[config.mk]
export PLATFORM = sky130hd
export DESIGN_NAME = mips_div
export DESIGN_NICKNAME = d
export VERILOG_FILES = /design/src/rtl/mips_div_pkg.sv /design/src/rtl/mips_div.sv
export SDC_FILE = /design/constraint.sdc
export NUM_CORES = 1
export LEC_CHECK = 0
export CAP_MARGIN = 10
export CORE_MARGIN = 2
export CORE_UTILIZATION = 30
export DETAILED_ROUTE_END_ITERATION = 7
export GPL_TIMING_DRIVEN = 0
export PLACE_DENSITY = 0.58
export SETUP_SLACK_MARGIN = 0.2
export SYNTH_ARGS = -nofsm -noshare
export SYNTH_HDL_FRONTEND = slang
export SYNTH_SLANG_ARGS = --single-unit
[constraint.sdc]
create_clock -name clk -period 10.7 [get_ports clk]
set_input_delay 1.605 -clock clk [delete_from_list [all_inputs] [get_ports clk]]
set_output_delay 1.605 -clock clk [all_outputs]
set_load 0.01 [all_outputs]
[src/rtl/mips_div_pkg.sv]
// mips_div_pkg -- shared definitions for the MIPS multi-cycle divider.
//   Holds the divider state encoding, the ready/start level constants,
//   the iteration count and small helpers for two's-complement handling.
//   No ports; imported by mips_div.
package mips_div_pkg;

   typedef enum logic [1:0] {
      div_free   = 2'b00,
      div_byzero = 2'b01,
      div_on     = 2'b10,
      div_end    = 2'b11
   } div_state_e;

   localparam logic       div_result_ready     = 1'b1;
   localparam logic       div_result_not_ready = 1'b0;
   localparam logic       div_start            = 1'b1;
   localparam logic       div_stop             = 1'b0;
   localparam logic [5:0] div_iterations       = 6'd32;

   // Two's-complement negate; 0x80000000 maps to itself, which read as
   // an unsigned magnitude is exactly 2^31.
   function automatic logic [31:0] neg32(input logic [31:0] v);
      return 32'd0 - v;
   endfunction

   // Magnitude of a signed 32-bit value, as an unsigned number.
   function automatic logic [31:0] abs32(input logic [31:0] v);
      logic [31:0] r;
      if (v[31]) begin
         r = neg32(v);
      end else begin
         r = v;
      end
      return r;
   endfunction

endpackage

[src/rtl/mips_div.sv]
// mips_div -- 32-bit multi-cycle restoring divider for the MIPS EX stage.
//   One quotient bit per cycle, MSB first; a result appears 33 edges after
//   the accepting edge (1 edge for a zero divisor) and is held until the
//   requester drops start_i.
// Ports:
//   clk          in   1   rising-edge clock
//   rst          in   1   asynchronous active-high reset
//   signed_div_i in   1   1 = signed operands (only with DIV_SIGNED_EN)
//   opdata1_i    in  32   dividend
//   opdata2_i    in  32   divisor
//   start_i      in   1   request, held high until the result is consumed
//   annul_i      in   1   cancels a pending/in-progress request
//   result_o     out 64   {remainder, quotient}
//   ready_o      out  1   result_o valid
// Configuration: define DIV_SIGNED_EN to enable signed division; without it
//   signed_div_i is ignored and no negation logic is built.
module mips_div
   import mips_div_pkg::*;
(
   input  logic        clk,
   input  logic        rst,
   input  logic        signed_div_i,
   input  logic [31:0] opdata1_i,
   input  logic [31:0] opdata2_i,
   input  logic        start_i,
   input  logic        annul_i,
   output logic [63:0] result_o,
   output logic        ready_o
);

   div_state_e  state_r, state_nxt_s;
   logic [5:0]  cnt_r, cnt_nxt_s;
   logic [31:0] rem_r, rem_nxt_s;     // partial remainder
   logic [31:0] quo_r, quo_nxt_s;     // dividend bits shift out, quotient bits shift in
   logic [31:0] dvs_r, dvs_nxt_s;     // divisor magnitude
   logic [63:0] result_r, result_nxt_s;
   logic        ready_r, ready_nxt_s;
   logic [33:0] trial_s;
   logic [31:0] quo_fix_s, rem_fix_s;

`ifdef DIV_SIGNED_EN
   logic negq_r, negq_nxt_s;          // quotient must be negated at the end
   logic negr_r, negr_nxt_s;          // remainder must be negated at the end

   assign quo_fix_s = negq_r ? neg32(quo_r) : quo_r;
   assign rem_fix_s = negr_r ? neg32(rem_r) : rem_r;
`else
   logic unused_s;

   assign unused_s  = signed_div_i;
   assign quo_fix_s = quo_r;
   assign rem_fix_s = rem_r;
`endif

   // Trial subtraction of the divisor from the remainder extended by the next
   // dividend bit; bit 33 set means the subtraction borrowed (restore).
   assign trial_s = {1'b0, rem_r, quo_r[31]} - {2'b00, dvs_r};

   // Next-state and datapath update for the divider FSM.
   always_comb begin
      state_nxt_s  = state_r;
      cnt_nxt_s    = cnt_r;
      rem_nxt_s    = rem_r;
      quo_nxt_s    = quo_r;
      dvs_nxt_s    = dvs_r;
      result_nxt_s = result_r;
      ready_nxt_s  = ready_r;
`ifdef DIV_SIGNED_EN
      negq_nxt_s   = negq_r;
      negr_nxt_s   = negr_r;
`endif
      case (state_r)
         div_free: begin
            result_nxt_s = 64'd0;
            ready_nxt_s  = div_result_not_ready;
            if (start_i == div_start && !annul_i) begin
               if (opdata2_i == 32'd0) begin
                  state_nxt_s = div_byzero;
               end else begin
                  state_nxt_s = div_on;
                  cnt_nxt_s   = 6'd0;
                  rem_nxt_s   = 32'd0;
`ifdef DIV_SIGNED_EN
                  if (signed_div_i) begin
                     quo_nxt_s  = abs32(opdata1_i);
                     dvs_nxt_s  = abs32(opdata2_i);
                     negq_nxt_s = opdata1_i[31] ^ opdata2_i[31];
                     negr_nxt_s = opdata1_i[31];
                  end else begin
                     quo_nxt_s  = opdata1_i;
                     dvs_nxt_s  = opdata2_i;
                     negq_nxt_s = 1'b0;
                     negr_nxt_s = 1'b0;
                  end
`else
                  quo_nxt_s = opdata1_i;
                  dvs_nxt_s = opdata2_i;
`endif
               end
            end else begin
               state_nxt_s = div_free;
            end
         end
         div_byzero: begin
            result_nxt_s = 64'd0;
            if (annul_i) begin
               state_nxt_s = div_free;
               ready_nxt_s = div_result_not_ready;
            end else begin
               state_nxt_s = div_end;
               ready_nxt_s = div_result_ready;
            end
         end
         div_on: begin
            if (annul_i) begin
               state_nxt_s  = div_free;
               cnt_nxt_s    = 6'd0;
               result_nxt_s = 64'd0;
               ready_nxt_s  = div_result_not_ready;
            end else if (cnt_r == div_iterations) begin
               state_nxt_s  = div_end;
               cnt_nxt_s    = 6'd0;
               result_nxt_s = {rem_fix_s, quo_fix_s};
               ready_nxt_s  = div_result_ready;
            end else begin
               cnt_nxt_s = cnt_r + 6'd1;
               quo_nxt_s = {quo_r[30:0], ~trial_s[33]};
               if (trial_s[33]) begin
                  rem_nxt_s = {rem_r[30:0], quo_r[31]};
               end else begin
                  rem_nxt_s = trial_s[31:0];
               end
            end
         end
         div_end: begin
            if (start_i == div_stop) begin
               state_nxt_s  = div_free;
               result_nxt_s = 64'd0;
               ready_nxt_s  = div_result_not_ready;
            end else begin
               state_nxt_s = div_end;
            end
         end
         default: begin
            state_nxt_s  = div_free;
            result_nxt_s = 64'd0;
            ready_nxt_s  = div_result_not_ready;
         end
      endcase
   end

   // State, datapath and registered-output update.
   always_ff @(posedge clk or posedge rst) begin
      if (rst) begin
         state_r  <= div_free;
         cnt_r    <= 6'd0;
         rem_r    <= 32'd0;
         quo_r    <= 32'd0;
         dvs_r    <= 32'd0;
         result_r <= 64'd0;
         ready_r  <= div_result_not_ready;
`ifdef DIV_SIGNED_EN
         negq_r   <= 1'b0;
         negr_r   <= 1'b0;
`endif
      end else begin
         state_r  <= state_nxt_s;
         cnt_r    <= cnt_nxt_s;
         rem_r    <= rem_nxt_s;
         quo_r    <= quo_nxt_s;
         dvs_r    <= dvs_nxt_s;
         result_r <= result_nxt_s;
         ready_r  <= ready_nxt_s;
`ifdef DIV_SIGNED_EN
         negq_r   <= negq_nxt_s;
         negr_r   <= negr_nxt_s;
`endif
      end
   end

   assign result_o = result_r;
   assign ready_o  = ready_r;

endmodule

==> flow_summary.json <==
{
  "grtUsageTotal_pct": 15.2,
  "cap_violations": 0,
  "yosysMostFrequentCell": "nand2_1",
  "worstHoldPathType": "flip-flop to flip-flop",
  "fmax_ghz": 0.210,
  "root_buffer": "clkbuf_16",
  "finalSetupViolCount": 0,
  "start_kind": "input port",
  "syn_area_um2": 9180,
  "p_int_mw": 1.49,
  "synth_nets": 1086,
  "synthTopCellsByArea": "dfrtp_1 (46%), nand2_1 (8.4%), mux2i_1 (5.6%)",
  "area_delta_synth_final_pct": 26.1,
  "status": "complete, no violations",
  "pwr-share-seq_pct": 36.5,
  "required_ns": 11.05,
  "p_sw_mw": 0.922,
  "end_kind": "flip-flop",
  "utilization_pct": 38.1,
  "yosysTopAreaCell": "dfrtp_1",
  "io_pins": 134,
  "tightest_slew_ns": 0.770,
  "clkSlewWorstSetupHoldPaths_ns": 0.07,
  "fin_area_um2": 11600,
  "synthArstFlopShare_pct": 100,
  "htree_levels": 4,
  "vias_per_cell": 4.78,
  "drt_first_pass_iters": 4,
  "grt_max_degree": 110,
  "cts_resized": 0,
  "cts.sinks": 169,
  "synth.distinct_cells": 65,
  "synth_common_cells": "nand2_1 (206), dfrtp_1 (169), o21ai_1 (93), o21ai_0 (63), mux2i_1 (51)",
  "synth_seq_cells": 169,
  "critPathMaxFanout": 10,
  "core_um2": 30300,
  "die_h_um": 179,
  "leakagePower_nw": 5.11,
  "routabilityCongestion": 0.874,
  "yosys_most_used_dff": "dfrtp_1",
  "cts_made_buffers": 17,
  "fin_tns_setup_ns": 0,
  "hold_viol": 0,
  "clockPowerShare_pct": 24.0,
  "portBuffers": 132,
  "drc": 0,
  "post_cts_buffers": 0,
  "netlist.area_leader.share_pct": 46.1,
  "start_util_pct": 30.3,
  "ctsHoldBuffers": 0,
  "p_comb_share_pct": 39.5,
  "synth_edf_count": 0,
  "cts_tree": "done",
  "critPathKind": "input port to flip-flop",
  "ys_seq_area_share_pct": 46.1,
  "slew-limit-headroom_pct": 48.5,
  "dieWidth_um": 179,
  "grt_pass1_vias": 7200,
  "drtAntennaViolNets": 0,
  "dpl.hpwl_um": 18300,
  "yosys_warnings": 0,
  "dieArea_um2": 32000,
  "skew_ns": 0.0119,
  "p_per_area_nw_per_um2": 208,
  "avgSynthCellArea_um2": 9.39,
  "drtIter0Drc": 264,
  "rsz0062_at_grt": "no",
  "dpl_cell_area_um2": 11000,
  "wirelength_um": 24000,
  "insertion_delay_ns": 0.43,
  "n_antenna_cell": 0,
  "drive_gt1_share_pct": 8.31,
  "grt_first_pass_wirelength_um": 38200,
  "core.rowCount": 64,
  "crit_arrival_ns": 5.10,
  "cts_buffer_depth": 2,
  "period_needed_ns": 4.75,
  "syn-instance-count": 978,
  "overflow": 0,
  "nets": 1238,
  "vias": 7353,
  "grt_antenna_before_repair": 0,
  "swShare_pct": 38.2,
  "report.final.slew_viol_count": 0,
  "wl_per_cell_um": 15.6,
  "ir_drop_v": 0.000113,
  "fin_crit_sh_pct": 44.4
}
logic make-up after synthesis:
logic type,count (synthesis),synth area share [%]
AO/OA/AOI/OAI,258,16.8
XOR/XNOR,25,2.38
adder cells (fa/ha/maj),39,5.40
buffers and inverters,100,4.85
flip-flops,169,46.1
multiplexers,85,9.73
AND/OR/NAND/NOR,302,14.8
metrics by stage:
step / worst slack, ns / hold slack, ns / instances / total power [mW]
finish: 5.95 / 0.473 / 1539 / 2.41
global route: 5.64 / 0.487 / 1539 / 2.60
CTS: 5.78 / 0.472 / 1539 / 2.44
detailed placement: 5.34 / 0.461 / 1507 / 1.86
global placement: 1.99 / 0.456 / 1506 / 1.84
floorplan: 4.52 / 0.438 / 978 / 1.57
state kept, by name (all words and copies together) (netlist names):
signal	flops
result_o	64
dvs_r	32
quo_fix_s	32
rem_fix_s	32
cnt_r	6
state_r	2
ready_o	1
power by group through the flow:
stage          combinational (mW)  clock (mW)  sequential (mW)
2_1_floorplan               0.696           0            0.877
3_3_place_gp                0.951           0            0.890
3_5_place_dp                0.962           0            0.895
4_1_cts                     0.966       0.595            0.883
5_1_grt                      1.07       0.624            0.906
6_report                    0.954       0.579            0.881
per-layer routing:
metal	vias to the layer above	part of all wire [%]	track usage, %
li1	3732	-	-
met1	3499	48	20.6
met2	100	47	25.1
met3	22	3.6	2.59
met4	0	1.5	4.13
met5	-	0	0
critical path, cell delays in order:
cell and delay, ns:
clkdlybuf4s50_1 0.46, nor4_1 0.54, nand4_1 0.44, o211ai_2 0.57, o21ai_1 0.26, nand2_1 0.25, buf_2 0.30, clkbuf_1 0.47
nand2_1 0.12, o21ai_1 0.09
final timing paths:
path	startpoint	to	slack, ns	depth (start not counted)
setup / recovery	opdata2_i[0]	rem_fix_s[4]$_DFFE_PP0P_	5.95	10
hold / removal	cnt_r[5]$_DFFE_PP0P_	cnt_r[5]$_DFFE_PP0P_	0.47	1
setup reg to reg	state_r[0]$_DFFE_PP0N_	result_o[47]$_DFFE_PP0P_	7.50	12
hold reg to reg	cnt_r[5]$_DFFE_PP0P_	cnt_r[5]$_DFFE_PP0P_	0.47	1
max in group asynchronous	rst	rem_fix_s[1]$_DFFE_PP0P_	8.20	3
min in group asynchronous	rst	result_o[13]$_DFFE_PP0P_	1.60	2
cell usage in the layout (no fill, tap or decap), types with 4 or more instances in the layout:
| cell | count |
|---|---|
| clkbuf_1 | 38 |
| nor4_1 | 11 |
| nor2b_1 | 8 |
| o21bai_1 | 5 |
| xnor2_1 | 13 |
| mux2_2 | 33 |
| dfrtp_1 | 169 |
| ha_1 | 38 |
| clkdlybuf4s50_1 | 132 |
| clkinv_4 | 5 |
| a21oi_1 | 30 |
| xor2_1 | 12 |
| inv_6 | 4 |
| nor2_1 | 27 |
| mux2i_1 | 51 |
| nand4_1 | 11 |
| o21a_1 | 5 |
| inv_1 | 45 |
| o21ai_1 | 93 |
| a21o_1 | 10 |
| o21ai_0 | 63 |
| and2_1 | 5 |
| nor3_1 | 6 |
| a32oi_1 | 12 |
| o211ai_1 | 4 |
| nand3_1 | 4 |
| and3_1 | 4 |
| clkbuf_16 | 17 |
| buf_2 | 6 |
| nand2_1 | 206 |
| nand2b_1 | 6 |
| buf_6 | 6 |
area by class of cell:
| type | instances | area (um^2) |
|---|---|---|
| fillers | 3080 | 18800 |
| flip-flops and latches | 169 | 4230 |
| plain buffers | 54 | 273 |
| inverters | 46 | 180 |
| repair buffers | 133 | 1350 |
| multi-input cells | 709 | 4510 |
| well taps | 396 | 495 |
| clock buffers | 18 | 429 |
| clock inverters | 14 | 115 |
(Power assumes the default switching activity.)
